File: src/rtl/pipe_hazard_ctrl_if.sv
`default_nettype none
// ============================================================================
//  Module      : pipe_hazard_ctrl_if
//  Description : Bundle of pipeline-register addresses, write enables and
//                memory handshake seen by the hazard controller, together with
//                the forwarding selects, stall/flush controls and perf/status
//                outputs it returns. The master side is the pipeline datapath;
//                the slave side is the hazard controller.
//  Revision    : 1.0 - initial release
// ============================================================================
interface pipe_hazard_ctrl_if #(
    parameter int PERF_W = 16
) ();
    // Register addresses per stage
    logic [3:0]        RA1D;
    logic [3:0]        RA2D;
    logic [3:0]        RA1E;
    logic [3:0]        RA2E;
    logic [3:0]        WA3E;
    logic [3:0]        WA3M;
    logic [3:0]        WA3W;

    // Pipeline status
    logic              RegWriteM;
    logic              RegWriteW;
    logic              MemtoRegE;
    logic              BranchTakenE;
    logic              MemReqM;
    logic              MemReadyM;

    // Controller results
    logic [1:0]        ForwardAE;
    logic [1:0]        ForwardBE;
    logic              StallF;
    logic              StallD;
    logic              StallE;
    logic              StallM;
    logic              FlushD;
    logic              FlushE;
    logic              FlushW;
    logic [PERF_W-1:0] StallCount;
    logic              MemTimeout;

    modport master (
        output RA1D, RA2D, RA1E, RA2E, WA3E, WA3M, WA3W,
        output RegWriteM, RegWriteW, MemtoRegE, BranchTakenE, MemReqM, MemReadyM,
        input  ForwardAE, ForwardBE,
        input  StallF, StallD, StallE, StallM,
        input  FlushD, FlushE, FlushW,
        input  StallCount, MemTimeout
    );

    modport slave (
        input  RA1D, RA2D, RA1E, RA2E, WA3E, WA3M, WA3W,
        input  RegWriteM, RegWriteW, MemtoRegE, BranchTakenE, MemReqM, MemReadyM,
        output ForwardAE, ForwardBE,
        output StallF, StallD, StallE, StallM,
        output FlushD, FlushE, FlushW,
        output StallCount, MemTimeout
    );
endinterface
`default_nettype wire

File: src/rtl/pipe_hazard_ctrl.sv
`default_nettype none
// ============================================================================
//  Module      : pipe_hazard_ctrl
//  Description : Hazard unit for a 5-stage pipeline. Combinational operand
//                forwarding, load-use stall, taken-branch flush (two cycles)
//                and data-memory wait stall, with a saturating stall-cycle
//                counter. Define HAZ_MEMWAIT_TIMEOUT_EN to add a memory-wait
//                timeout that forces the pipeline out of MEMWAIT and raises a
//                sticky MemTimeout flag.
//  Revision    : 1.0 - initial release
// ============================================================================
module pipe_hazard_ctrl #(
    parameter int TIMEOUT_CYCLES = 255,
    parameter int PERF_W         = 16
) (
    input  wire logic         clk,
    input  wire logic         rst_n,
    pipe_hazard_ctrl_if.slave hz
);
    typedef enum logic [1:0] {
        RUN     = 2'd0,
        BRFLUSH = 2'd1,
        MEMWAIT = 2'd2
    } state_t;

    localparam logic [PERF_W-1:0] c_STALL_MAX = '1;
    localparam logic [PERF_W-1:0] c_STALL_ONE = PERF_W'(1);

    // Timeout limit must fit the 8-bit wait counter
    generate
        if (TIMEOUT_CYCLES < 1 || TIMEOUT_CYCLES > 255) begin : g_badTimeout
            $error("pipe_hazard_ctrl: TIMEOUT_CYCLES must be 1..255");
        end
    endgenerate

    state_t            r_state;
    state_t            w_nextState;
    logic [PERF_W-1:0] r_stallCount;
    logic              w_memMiss;
    logic              w_loadUse;
    logic              w_stallF;
    logic              w_stallD;
    logic              w_stallE;
    logic              w_stallM;
    logic              w_flushD;
    logic              w_flushE;
    logic              w_flushW;

    assign w_memMiss = hz.MemReqM & ~hz.MemReadyM;
    assign w_loadUse = hz.MemtoRegE & ((hz.WA3E == hz.RA1D) | (hz.WA3E == hz.RA2D));

`ifdef HAZ_MEMWAIT_TIMEOUT_EN
    localparam logic [7:0] c_TIMEOUT = 8'(TIMEOUT_CYCLES);

    logic [7:0] r_toCount;
    logic       r_memTimeout;

    // Wait counter restarts on MEMWAIT entry and counts until the limit; the
    // flag is set on the edge that reaches the limit so it is visible in the
    // very cycle the stalls are released.
    always_ff @(posedge clk or negedge rst_n) begin
        if (!rst_n) begin
            r_toCount    <= 8'd0;
            r_memTimeout <= 1'b0;
        end else if (r_state == RUN && w_memMiss) begin
            r_toCount    <= 8'd0;
        end else if (r_state == MEMWAIT && !hz.MemReadyM && r_toCount != c_TIMEOUT) begin
            r_toCount    <= r_toCount + 8'd1;
            if (r_toCount + 8'd1 == c_TIMEOUT) begin
                r_memTimeout <= 1'b1;
            end
        end
    end

    assign hz.MemTimeout = r_memTimeout;
`else
    assign hz.MemTimeout = 1'b0;
`endif

    // Operand forwarding: the younger Memory-stage result wins over Writeback
    always_comb begin
        hz.ForwardAE = 2'b00;
        hz.ForwardBE = 2'b00;
        if (hz.RegWriteM && hz.WA3M == hz.RA1E) begin
            hz.ForwardAE = 2'b10;
        end else if (hz.RegWriteW && hz.WA3W == hz.RA1E) begin
            hz.ForwardAE = 2'b01;
        end
        if (hz.RegWriteM && hz.WA3M == hz.RA2E) begin
            hz.ForwardBE = 2'b10;
        end else if (hz.RegWriteW && hz.WA3W == hz.RA2E) begin
            hz.ForwardBE = 2'b01;
        end
    end

    // Control state register; reset aborts any branch flush or memory wait
    always_ff @(posedge clk or negedge rst_n) begin
        if (!rst_n) begin
            r_state <= RUN;
        end else begin
            r_state <= w_nextState;
        end
    end

    // Next state and stall/flush decode; priority is miss, branch, load-use
    always_comb begin
        w_nextState = r_state;
        w_stallF    = 1'b0;
        w_stallD    = 1'b0;
        w_stallE    = 1'b0;
        w_stallM    = 1'b0;
        w_flushD    = 1'b0;
        w_flushE    = 1'b0;
        w_flushW    = 1'b0;
        case (r_state)
            RUN: begin
                if (w_memMiss) begin
                    w_stallF    = 1'b1;
                    w_stallD    = 1'b1;
                    w_stallE    = 1'b1;
                    w_stallM    = 1'b1;
                    w_flushW    = 1'b1;
                    w_nextState = MEMWAIT;
                end else if (hz.BranchTakenE) begin
                    w_flushD    = 1'b1;
                    w_flushE    = 1'b1;
                    w_nextState = BRFLUSH;
                end else if (w_loadUse) begin
                    w_stallF    = 1'b1;
                    w_stallD    = 1'b1;
                    w_flushE    = 1'b1;
                end
            end
            BRFLUSH: begin
                // Execute holds a bubble, so a branch here is stale; a pending
                // miss is picked up from RUN on the following cycle.
                w_flushD    = 1'b1;
                w_nextState = RUN;
            end
            MEMWAIT: begin
                if (hz.MemReadyM) begin
                    w_nextState = RUN;
`ifdef HAZ_MEMWAIT_TIMEOUT_EN
                end else if (r_toCount == c_TIMEOUT) begin
                    w_nextState = RUN;
`endif
                end else begin
                    w_stallF    = 1'b1;
                    w_stallD    = 1'b1;
                    w_stallE    = 1'b1;
                    w_stallM    = 1'b1;
                    w_flushW    = 1'b1;
                end
            end
            default: begin
                w_nextState = RUN;
            end
        endcase
    end

    // Controls are forced low while reset is held, independent of the inputs
    assign hz.StallF = rst_n & w_stallF;
    assign hz.StallD = rst_n & w_stallD;
    assign hz.StallE = rst_n & w_stallE;
    assign hz.StallM = rst_n & w_stallM;
    assign hz.FlushD = rst_n & w_flushD;
    assign hz.FlushE = rst_n & w_flushE;
    assign hz.FlushW = rst_n & w_flushW;

    // Saturating count of fetch-stall cycles
    always_ff @(posedge clk or negedge rst_n) begin
        if (!rst_n) begin
            r_stallCount <= '0;
        end else if (hz.StallF && r_stallCount != c_STALL_MAX) begin
            r_stallCount <= r_stallCount + c_STALL_ONE;
        end
    end

    assign hz.StallCount = r_stallCount;
endmodule
`default_nettype wire

File: src/flat_wrapper.sv
// flat-port wrapper written by rule: the top's interface ports become plain ports
module pipe_hazard_ctrl_flat 
#(
    parameter int TIMEOUT_CYCLES = 255,
    parameter int PERF_W         = 16
)
  (clk, rst_n, hz_RA1D, hz_RA2D, hz_RA1E, hz_RA2E, hz_WA3E, hz_WA3M, hz_WA3W, hz_RegWriteM, hz_RegWriteW, hz_MemtoRegE, hz_BranchTakenE, hz_MemReqM, hz_MemReadyM, hz_ForwardAE, hz_ForwardBE, hz_StallF, hz_StallD, hz_StallE, hz_StallM, hz_FlushD, hz_FlushE, hz_FlushW, hz_StallCount, hz_MemTimeout);
  pipe_hazard_ctrl_if #(.PERF_W(PERF_W)) hz_i ();
  input  wire logic clk;
  input  wire logic rst_n;
  input wire logic [$bits(hz_i.RA1D)-1:0] hz_RA1D;
  input wire logic [$bits(hz_i.RA2D)-1:0] hz_RA2D;
  input wire logic [$bits(hz_i.RA1E)-1:0] hz_RA1E;
  input wire logic [$bits(hz_i.RA2E)-1:0] hz_RA2E;
  input wire logic [$bits(hz_i.WA3E)-1:0] hz_WA3E;
  input wire logic [$bits(hz_i.WA3M)-1:0] hz_WA3M;
  input wire logic [$bits(hz_i.WA3W)-1:0] hz_WA3W;
  input wire logic [$bits(hz_i.RegWriteM)-1:0] hz_RegWriteM;
  input wire logic [$bits(hz_i.RegWriteW)-1:0] hz_RegWriteW;
  input wire logic [$bits(hz_i.MemtoRegE)-1:0] hz_MemtoRegE;
  input wire logic [$bits(hz_i.BranchTakenE)-1:0] hz_BranchTakenE;
  input wire logic [$bits(hz_i.MemReqM)-1:0] hz_MemReqM;
  input wire logic [$bits(hz_i.MemReadyM)-1:0] hz_MemReadyM;
  output wire logic [$bits(hz_i.ForwardAE)-1:0] hz_ForwardAE;
  output wire logic [$bits(hz_i.ForwardBE)-1:0] hz_ForwardBE;
  output wire logic [$bits(hz_i.StallF)-1:0] hz_StallF;
  output wire logic [$bits(hz_i.StallD)-1:0] hz_StallD;
  output wire logic [$bits(hz_i.StallE)-1:0] hz_StallE;
  output wire logic [$bits(hz_i.StallM)-1:0] hz_StallM;
  output wire logic [$bits(hz_i.FlushD)-1:0] hz_FlushD;
  output wire logic [$bits(hz_i.FlushE)-1:0] hz_FlushE;
  output wire logic [$bits(hz_i.FlushW)-1:0] hz_FlushW;
  output wire logic [$bits(hz_i.StallCount)-1:0] hz_StallCount;
  output wire logic [$bits(hz_i.MemTimeout)-1:0] hz_MemTimeout;
  assign hz_i.RA1D = hz_RA1D;
  assign hz_i.RA2D = hz_RA2D;
  assign hz_i.RA1E = hz_RA1E;
  assign hz_i.RA2E = hz_RA2E;
  assign hz_i.WA3E = hz_WA3E;
  assign hz_i.WA3M = hz_WA3M;
  assign hz_i.WA3W = hz_WA3W;
  assign hz_i.RegWriteM = hz_RegWriteM;
  assign hz_i.RegWriteW = hz_RegWriteW;
  assign hz_i.MemtoRegE = hz_MemtoRegE;
  assign hz_i.BranchTakenE = hz_BranchTakenE;
  assign hz_i.MemReqM = hz_MemReqM;
  assign hz_i.MemReadyM = hz_MemReadyM;
  assign hz_ForwardAE = hz_i.ForwardAE;
  assign hz_ForwardBE = hz_i.ForwardBE;
  assign hz_StallF = hz_i.StallF;
  assign hz_StallD = hz_i.StallD;
  assign hz_StallE = hz_i.StallE;
  assign hz_StallM = hz_i.StallM;
  assign hz_FlushD = hz_i.FlushD;
  assign hz_FlushE = hz_i.FlushE;
  assign hz_FlushW = hz_i.FlushW;
  assign hz_StallCount = hz_i.StallCount;
  assign hz_MemTimeout = hz_i.MemTimeout;
  pipe_hazard_ctrl #(.TIMEOUT_CYCLES(TIMEOUT_CYCLES), .PERF_W(PERF_W)) u_core (.clk(clk), .rst_n(rst_n), .hz(hz_i));
endmodule
File: config.mk
export PLATFORM = sky130hd
export DESIGN_NAME = pipe_hazard_ctrl_flat
export DESIGN_NICKNAME = d
export VERILOG_FILES = /design/src/rtl/pipe_hazard_ctrl_if.sv /design/src/rtl/pipe_hazard_ctrl.sv /design/src/flat_wrapper.sv
export SDC_FILE = /design/constraint.sdc
export NUM_CORES = 1
export LEC_CHECK = 0
export BUFFER_PORTS_ARGS = -buffer_cell sky130_fd_sc_hd__buf_2
export CAP_MARGIN = 40
export CORE_AREA = 2 2 56 58
export CTS_BUF_LIST = sky130_fd_sc_hd__clkbuf_16
export CTS_CLUSTER_SIZE = 8
export DETAILED_ROUTE_END_ITERATION = 8
export DIE_AREA = 0 0 58 60
export GPL_TIMING_DRIVEN = 0
export PLACE_DENSITY = 0.87
export SYNTH_ARGS = -nofsm -noshare
export SYNTH_HDL_FRONTEND = slang
export SYNTH_SLANG_ARGS = --single-unit
File: constraint.sdc
create_clock -name clk -period 2.2 [get_ports clk]
set_input_delay 0.44 -clock clk [delete_from_list [all_inputs] [get_ports clk]]
set_output_delay 0.44 -clock clk [all_outputs]
set_load 0.1 [all_outputs]
==> results of run 1 <==
==> power groups by stage <==
stage	Sequential, W	Combinational [W]	Clock (W)
5_1_grt	0.000457	0.000721	0.000390
2_1_floorplan	0.000750	0.000230	0
6_report	0.000447	0.000688	0.000361
3_3_place_gp	0.000448	0.000663	0
3_5_place_dp	0.000450	0.000670	0
4_1_cts	0.000445	0.000681	0.000369
==> cells by family (layout without fill, tap and decap cells) <==
| group | Yosys count | in the layout | share of synthesized area |
|---|---|---|---|
| other | 1 | 1 | 0.00312 |
| flip-flops | 18 | 18 | 0.375 |
| AND/OR/NAND/NOR | 46 | 46 | 0.223 |
| XOR/XNOR | 36 | 36 | 0.262 |
| multiplexers | 1 | 1 | 0.00936 |
| adder cells (fa/ha/maj) | 1 | 1 | 0.0104 |
| AO/OA/AOI/OAI | 7 | 7 | 0.0572 |
| buffers and inverters | 13 | 80 | 0.0604 |
==> metal layers <==
layer  vias to the layer above  part of all wire  track usage
li1                        554                 -            -
met1                       507              0.38        0.182
met2                        31              0.55        0.330
met3                         5             0.056       0.0541
met4                         0             0.012       0.0664
met5                         -                 0            0
==> area by class of cell <==
type                       count  area [µm²]  area share
buffer                         8        57.6      0.0316
clock buffer                   3        75.1      0.0412
clock inverter                 1        3.75     0.00206
inverter                       5        22.5      0.0124
multi-input combinational     92         802       0.440
sequential                    18         462       0.253
tap                           33        41.3      0.0227
timing repair buffer          63         358       0.196
==> cell usage after synthesis, drive strengths merged (2+ instances only) <==
library cell	n
buf	6
nor3	3
nor3b	2
dfrtp	18
xor2	11
nand4	8
clkbuf	2
xnor2	25
a21oi	2
and3	7
nor2	4
nand3	8
inv	5
nand2	8
and4	2
==> registers in the layout (all words and copies together) (netlist names) <==
name	flops
u_core.r_state	2
u_core.hz.StallCount	16
==> final timing paths <==
check	from	to	slack (ns)	depth (start not counted)
setup / recovery	hz_WA3E[2]	hz_StallF	0.03	7
setup reg to reg	u_core.r_state[1]	u_core.hz.StallCount[14]	0.18	8
hold / removal	rst_n	u_core.r_state[1]	0.06	1
hold reg to reg	u_core.hz.StallCount[7]	u_core.hz.StallCount[7]	0.48	1
min in group clk	hz_MemReadyM	u_core.r_state[1]	0.39	2
max in group asynchronous	rst_n	u_core.hz.StallCount[8]	1.91	1
==> per-stage QoR <==
step | total power [W] | cell area [µm²] | hold slack [ns] | worst slack (ns) | utilization
after floorplan | 0.000980 | 1300 | 0.144 | -0.497 | -
after global placement | 0.00111 | 1660 | 0.402 | -0.365 | 0.570
after detailed placement | 0.00112 | 1660 | 0.412 | -0.392 | 0.570
after CTS | 0.00150 | 1770 | 0.0648 | 0.00396 | 0.609
after global routing | 0.00157 | 1820 | 0.0688 | -0.0413 | 0.628
final | 0.00150 | 1820 | 0.0574 | 0.0317 | 0.628
==> layout by cell type, fill, tap and decap left out, drive strengths merged, types with 6 or more instances in the layout <==
cell and instances:
xor2 11, clkbuf 6, nand4 8, and3 7, nand3 8, dfrtp 18
xnor2 25, nand2 8, buf 68
==> what timing repair did <==
action                                  4_1_cts  5_1_grt
endpoints found under the setup margin        6        4
buffers inserted                              0        1
cloned                                        0        0
pin swaps                                     1        2
resized for setup                            12        8
==> worst register-to-register path, delay by kind of cell (launching register included) <==
| family | cells | cell delay [ns] |
|---|---|---|
| flops | 1 | 0.44 |
| compound gates | 2 | 0.61 |
| xor+xnor | 1 | 0.15 |
| buf+inv | 2 | 0.35 |
| simple gates | 3 | 0.36 |
==> metrics.txt, run 1 <==
Ant. Diodes 0; register area share after synthesis 0.375; largest cells by area after synthesis dfrtp_1 (37%), xnor2_1 (18%), xor2_1 (8.0%), nand4_1 (3.6%), nand3_1 (3.3%); max-slew violations 0; 1st-iter DRT viols 12; PD cells 821 nW/µm²; first-pass GRT wire length 4570 µm; detailed-route wire length 2890 µm; Worst Skew 0.00345 ns; Distinct cells, synth 32; type of the tightest min-delay check in -> async; Total GRT Usage 0.175; Syn Std Cell Area 1200 µm²; Avg Inst Size Synth 9.78 µm²; clock root buffer clkbuf_16; Clk pin slew, worst setup/hold paths 0.05 ns; via count 1,097; critical path class in -> out; Layout Cells excl Fill 223; maxcap violations 0; CTS H-Tree Depth 1; clk_lat worst skew 0.25 ns; ys flop type dfrtp_1; Congestion Overflow GR 0; Yosys reg bits 18; core footprint 2900 µm²; status completed; antenna violations before repair 0; largest net degree at the start of global routing 22; # hold bufs at CTS 0; TritonCTS clock tree done; P&R area growth vs syn 51.5%; number of flops mapped to enable cells by yosys 0; vias in the first global route 1,054; CP max stage cell a2111o_1; final hold vios 0; total clock sinks 18; # fillers 230; maximum vdd drop 1.40 mV; num ports 64; Internal 0.000790 W; switch share 0.472; # setup viols final 0; CP Cell Sequence buf_2 -> xnor2_2 -> nand4_1 -> a2111o_1 -> nand2_4 -> buf_6 -> buf_12; Logic pwr share 0.460; nets 228; Inserted Clock Buffers 3; Cells after Synth 123; ys async rst share 1.00; Top delay family on crit path compound AO/OA/AOI/OAI gates; setup tns final 0 ns; number of placement rows 20; vias per inst 4.92; Crit Path Max Fanout 2; Sw Pwr 0.000706 W; fmax 461 MHz; startpoint class of the critical path primary input; area leader, netlist dfrtp_1; Die W 58 µm; router iterations before antenna repair 4; Reg power frac 0.299; Synth top area share 0.375; Die Span Y 60 µm; layout cells sized above 1 0.563; die footprint 3480 µm²; Tcrit/Tclk final 0.986; post-layout min period 2.17 ns; routed len/inst 13.0 µm; Initial Util 0.414; Leak 0.892 nW; Clock Tree Buf Depth 2; Synthesis Warnings 0; dpl hpwl 2280 µm; Worst Path Arrival 1.73 ns; DRC Markers 0; Syn Nets 160; CP Buf/Inv Count 3; Crit path required time 1.76 ns; Port Buffers 62; routability cong. 0.796; max incr delay on CP 0.49 ns; Routed Antenna Nets 0; CP Capture Type output port; dpl cells 218; clock power share 0.241
No activity file was read; power rests on OpenSTA's default activity.
==> run 2: changes to the inputs <==
- CORE_AREA: 2 2 56 58 -> 2 2 54 56
- DIE_AREA: 0 0 58 60 -> 0 0 56 58
- PLACE_DENSITY: 0.87 -> 0.92
- clock period: 2.2 -> 2.7 ns (I/O delays scaled with it)
==> metrics.txt, run 2 (synthesis results as in run 1) <==
Worst Skew 0.00376 ns; 1st-iter DRT viols 28; Routed Antenna Nets 0; # hold bufs at CTS 0; Port Buffers 62; CTS H-Tree Depth 1; nets 227; maximum vdd drop 0.548 mV; Congestion Overflow GR 0; maxcap violations 0; Crit Path Max Fanout 2; Inserted Clock Buffers 3; Ant. Diodes 0; most common cell after layout, fill and taps aside buf_2; max-slew violations 0; Clock Tree Buf Depth 2; fmax 404 MHz; router iterations before antenna repair 6; PD cells 698 nW/µm²; switch share 0.475; Sw Pwr 0.000561 W; via count 1,110; Largest register FFs 16; met1 wire length 1200 µm; total clock sinks 18; status completed; clock root buffer clkbuf_16; largest net degree at the start of global routing 22; Die W 56 µm; Worst Path Arrival 1.93 ns; Multi-input gate area 737 µm²; Total GRT Usage 0.184; routability cong. 0.805; Clk pin slew, worst setup/hold paths 0.05 ns; die footprint 3250 µm²; Met2 Wirelength 1430 µm; top sig layer met4; final core occ 0.635; final hold vios 0; # fillers 227; startpoint class of the critical path primary input; clk_lat worst skew 0.25 ns; routed len/inst 12.9 µm; RSZ-0062 raised after global routing no; num ports 64; Leak 0.875 nW; critical path class in -> out; Crit path required time 2.16 ns; first-pass GRT wire length 4770 µm; post-layout min period 2.47 ns; commonest non-fill, non-tap cells in the layout buf_2 (60), xnor2_1 (24), dfrtp_1 (18), xor2_1 (11), nand3_1 (8); core footprint 2660 µm²; TritonCTS clock tree done; register area 450 µm²; CP Capture Type output port; type of the tightest min-delay check in -> async; vias per inst 5.07; clock power share 0.244; antenna violations before repair 0; P&R area growth vs syn 40.7%; DRC Markers 0; Initial Util 0.452; Met3 Wirelength 179 µm; vias in the first global route 1,141; Reg power frac 0.300; dpl hpwl 2220 µm; setup bufs post-CTS 0; Logic pwr share 0.456; total design power 0.00118 W; number of placement rows 19; detailed-route wire length 2840 µm; Hold Slack 0.187 ns; Die Span Y 58 µm; # setup viols final 0; layout cells sized above 1 0.457; Internal 0.000620 W; Tcrit/Tclk final 0.917
-- run 2: cell types whose count changed in the layout (fill, tap and decap cells not counted), sizes merged --
cell | previous run | this run
inv | 4 | 5
clkinv | 1 | 0
clkinvlp | 1 | 0
buf | 68 | 66
clkbuf | 6 | 7
-- run 2: final cells by class --
| type | count | share of cell area |
|---|---|---|
| flip-flops and latches | 18 | 0.266 |
| clock buffers | 3 | 0.0444 |
| inverters | 5 | 0.0111 |
| repair buffers | 62 | 0.188 |
| well taps | 31 | 0.0229 |
| plain buffers | 8 | 0.0318 |
| multi-input cells | 92 | 0.436 |
-- run 2: worst paths after layout --
kind	from	slack, ns	cells after the start	end
max	hz_RA1D[1]	0.23	7	hz_StallF
min	rst_n	0.19	1	u_core.hz.StallCount[11]
max reg2reg	u_core.hz.StallCount[4]	0.70	8	u_core.hz.StallCount[15]
min reg2reg	u_core.hz.StallCount[12]	0.49	1	u_core.hz.StallCount[12]
max in group asynchronous	rst_n	2.29	1	u_core.r_state[1]
min in group clk	hz_MemReadyM	0.48	2	u_core.r_state[1]
-- run 2: metal layers --
metal | track usage | up-vias
met1 | 0.203 | 511
li1 | - | 553
met5 | 0 | -
met2 | 0.353 | 43
met3 | 0.0290 | 3
met4 | 0.0680 | 0
-- run 2: timing repair --
| action | CTS | global route |
|---|---|---|
| setup endpoints to repair | 1 | 2 |
| gates cloned | 0 | 0 |
| resized for setup | 1 | 2 |
-- run 2: worst max-delay path: stages --
cell	delay, ns
buf_2	0.11
xnor2_1	0.17
nand4_1	0.13
a2111o_1	0.50
nand2_2	0.10
buf_4	0.10
buf_4	0.27
-- run 2: power groups by stage --
stage	Combinational, W	Sequential, W	Clock [W]
after global placement	0.000532	0.000357	0
final	0.000539	0.000355	0.000288
after CTS	0.000541	0.000353	0.000292
after detailed placement	0.000539	0.000356	0
after global routing	0.000565	0.000362	0.000300
after floorplan	0.000182	0.000603	0
-- run 2: stage by stage --
step / setup slack [ns] / cell area, µm² / TNS (ns) / instances
finish: 0.225 / 1690 / 0 / 219
global route: 0.143 / 1690 / 0 / 219
floorplan: -0.621 / 1260 / -0.752 / 123
CTS: 0.0454 / 1690 / 0 / 219
detailed placement: -0.0282 / 1610 / -0.0282 / 216
global placement: -0.0130 / 1610 / -0.0130 / 216
==> run 3: changes to the inputs <==
- MAX_ROUTING_LAYER: unset -> met4
==> metrics.txt, run 3 (synthesis results as in run 1) <==
startpoint class of the critical path primary input; CTS H-Tree Depth 1; Routed Antenna Nets 0; critical path class in -> out; dpl cells 216; detailed-route wire length 2830 µm; Clock Tree Buf Depth 2; Multi-input gate area 737 µm²; Tcrit/Tclk final 0.917; max incr delay on CP 0.50 ns; P&R area growth vs syn 40.7%; Crit path required time 2.16 ns; reg2reg path depth 8; Clk pin slew, worst setup/hold paths 0.05 ns; Crit. path cell count 7; routed len/inst 12.9 µm; TritonCTS clock tree done; Total GRT Usage 0.189; Port Buffers 62; Largest register FFs 16; max-slew violations 0; total design power 0.00118 W; antenna violations before repair 0; status completed; Worst Path Arrival 1.93 ns; CP Buf/Inv Count 3; 1st-iter DRT viols 28; Ant. Diodes 0; Initial Util 0.452; Congestion Overflow GR 0; setup bufs post-CTS 0; # fillers 227; nets 227; Hold Slack 0.187 ns; first-pass GRT wire length 4770 µm; post-layout min period 2.47 ns; # setup viols final 0; total clock sinks 18; core footprint 2660 µm²; number of placement rows 19; fmax 404 MHz; maximum vdd drop 0.548 mV; register area 450 µm²; largest net degree at the start of global routing 22; vias per inst 5.12; num ports 64; commonest non-fill, non-tap cells in the layout buf_2 (60), xnor2_1 (24), dfrtp_1 (18), xor2_1 (11), nand3_1 (8); Layout Cells excl Fill 219; die footprint 3250 µm²; most common cell after layout, fill and taps aside buf_2; Die Span Y 58 µm; Top delay family on crit path compound AO/OA/AOI/OAI gates; CP Cell Sequence buf_2 -> xnor2_1 -> nand4_1 -> a2111o_1 -> nand2_2 -> buf_4 -> buf_4; Leak 0.875 nW; CP max stage cell a2111o_1; maxcap violations 0; CP Capture Type output port; Inserted Clock Buffers 3; vias in the first global route 1,137; PD cells 699 nW/µm²; routability cong. 0.817; router iterations before antenna repair 4; dpl hpwl 2220 µm; setup tns final 0 ns; layout cells sized above 1 0.457; Die W 56 µm; clk_lat worst skew 0.25 ns; via count 1,122; type of the tightest min-delay check in -> async; final hold vios 0; final core occ 0.635; crit-path most repeated cell buf_4; Worst Skew 0.00359 ns; DRC Markers 0; clock root buffer clkbuf_16; Crit Path Max Fanout 2; RSZ-0062 raised after global routing no
run 3: cell counts in the layout (fill, tap and decap cells not counted):
Identical to the previous run, type by type.
run 3: final timing paths:
kind                                          start                        to  slack [ns]
min                                           rst_n  u_core.hz.StallCount[11]        0.19
max                                      hz_RA1D[1]                 hz_StallF        0.23
max in group asynchronous                     rst_n         u_core.r_state[1]        2.29
max reg2reg                 u_core.hz.StallCount[4]  u_core.hz.StallCount[15]        0.70
min reg2reg                u_core.hz.StallCount[12]  u_core.hz.StallCount[12]        0.49
min in group clk                       hz_MemReadyM         u_core.r_state[1]        0.48
run 3: metrics by stage:
| step | area [µm²] | setup WS (ns) |
|---|---|---|
| detailed placement | 1610 | -0.0282 |
| finish | 1690 | 0.225 |
| global placement | 1610 | -0.0130 |
| floorplan | 1260 | -0.621 |
| CTS | 1690 | 0.0454 |
| global route | 1690 | 0.143 |
run 3: layer usage:
layer | vias up | routed length, µm | global-route usage
met2 | 55 | 1430 | 0.353
li1 | 552 | - | -
met3 | 7 | 192 | 0.0268
met1 | 508 | 1170 | 0.205
met4 | 0 | 42 | 0.0680
met5 | - | 0 | -
run 3: timing repair:
action	4_1_cts	5_1_grt
endpoints found under the setup margin	1	2
hold buffers	0	0
resized for setup	1	2
gates cloned	0	0
run 3: final cells by class:
type,instances,area share
Clock buffer,3,0.0444
Multi-Input combinational cell,92,0.436
Buffer,8,0.0318
Sequential cell,18,0.266
Tap cell,31,0.0229
Timing Repair Buffer,62,0.188
Inverter,5,0.0111
run 3: worst reg2reg max path, stage by stage, from the launching register on:
cell       delay [ns]
dfrtp_1          0.44
and4_2           0.29
and3_2           0.20
buf_2            0.15
nand4_2          0.13
a2bb2oi_4        0.25
buf_6            0.18
nand3b_1         0.11
xnor2_1          0.15
run 3: power by group:
group	switching (W)	total, W	internal (W)	leakage (nW)
clock	0.0000937	0.000288	0.000195	0.0370
sequential	0.0000471	0.000355	0.000308	0.242
combinational	0.000421	0.000539	0.000118	0.596
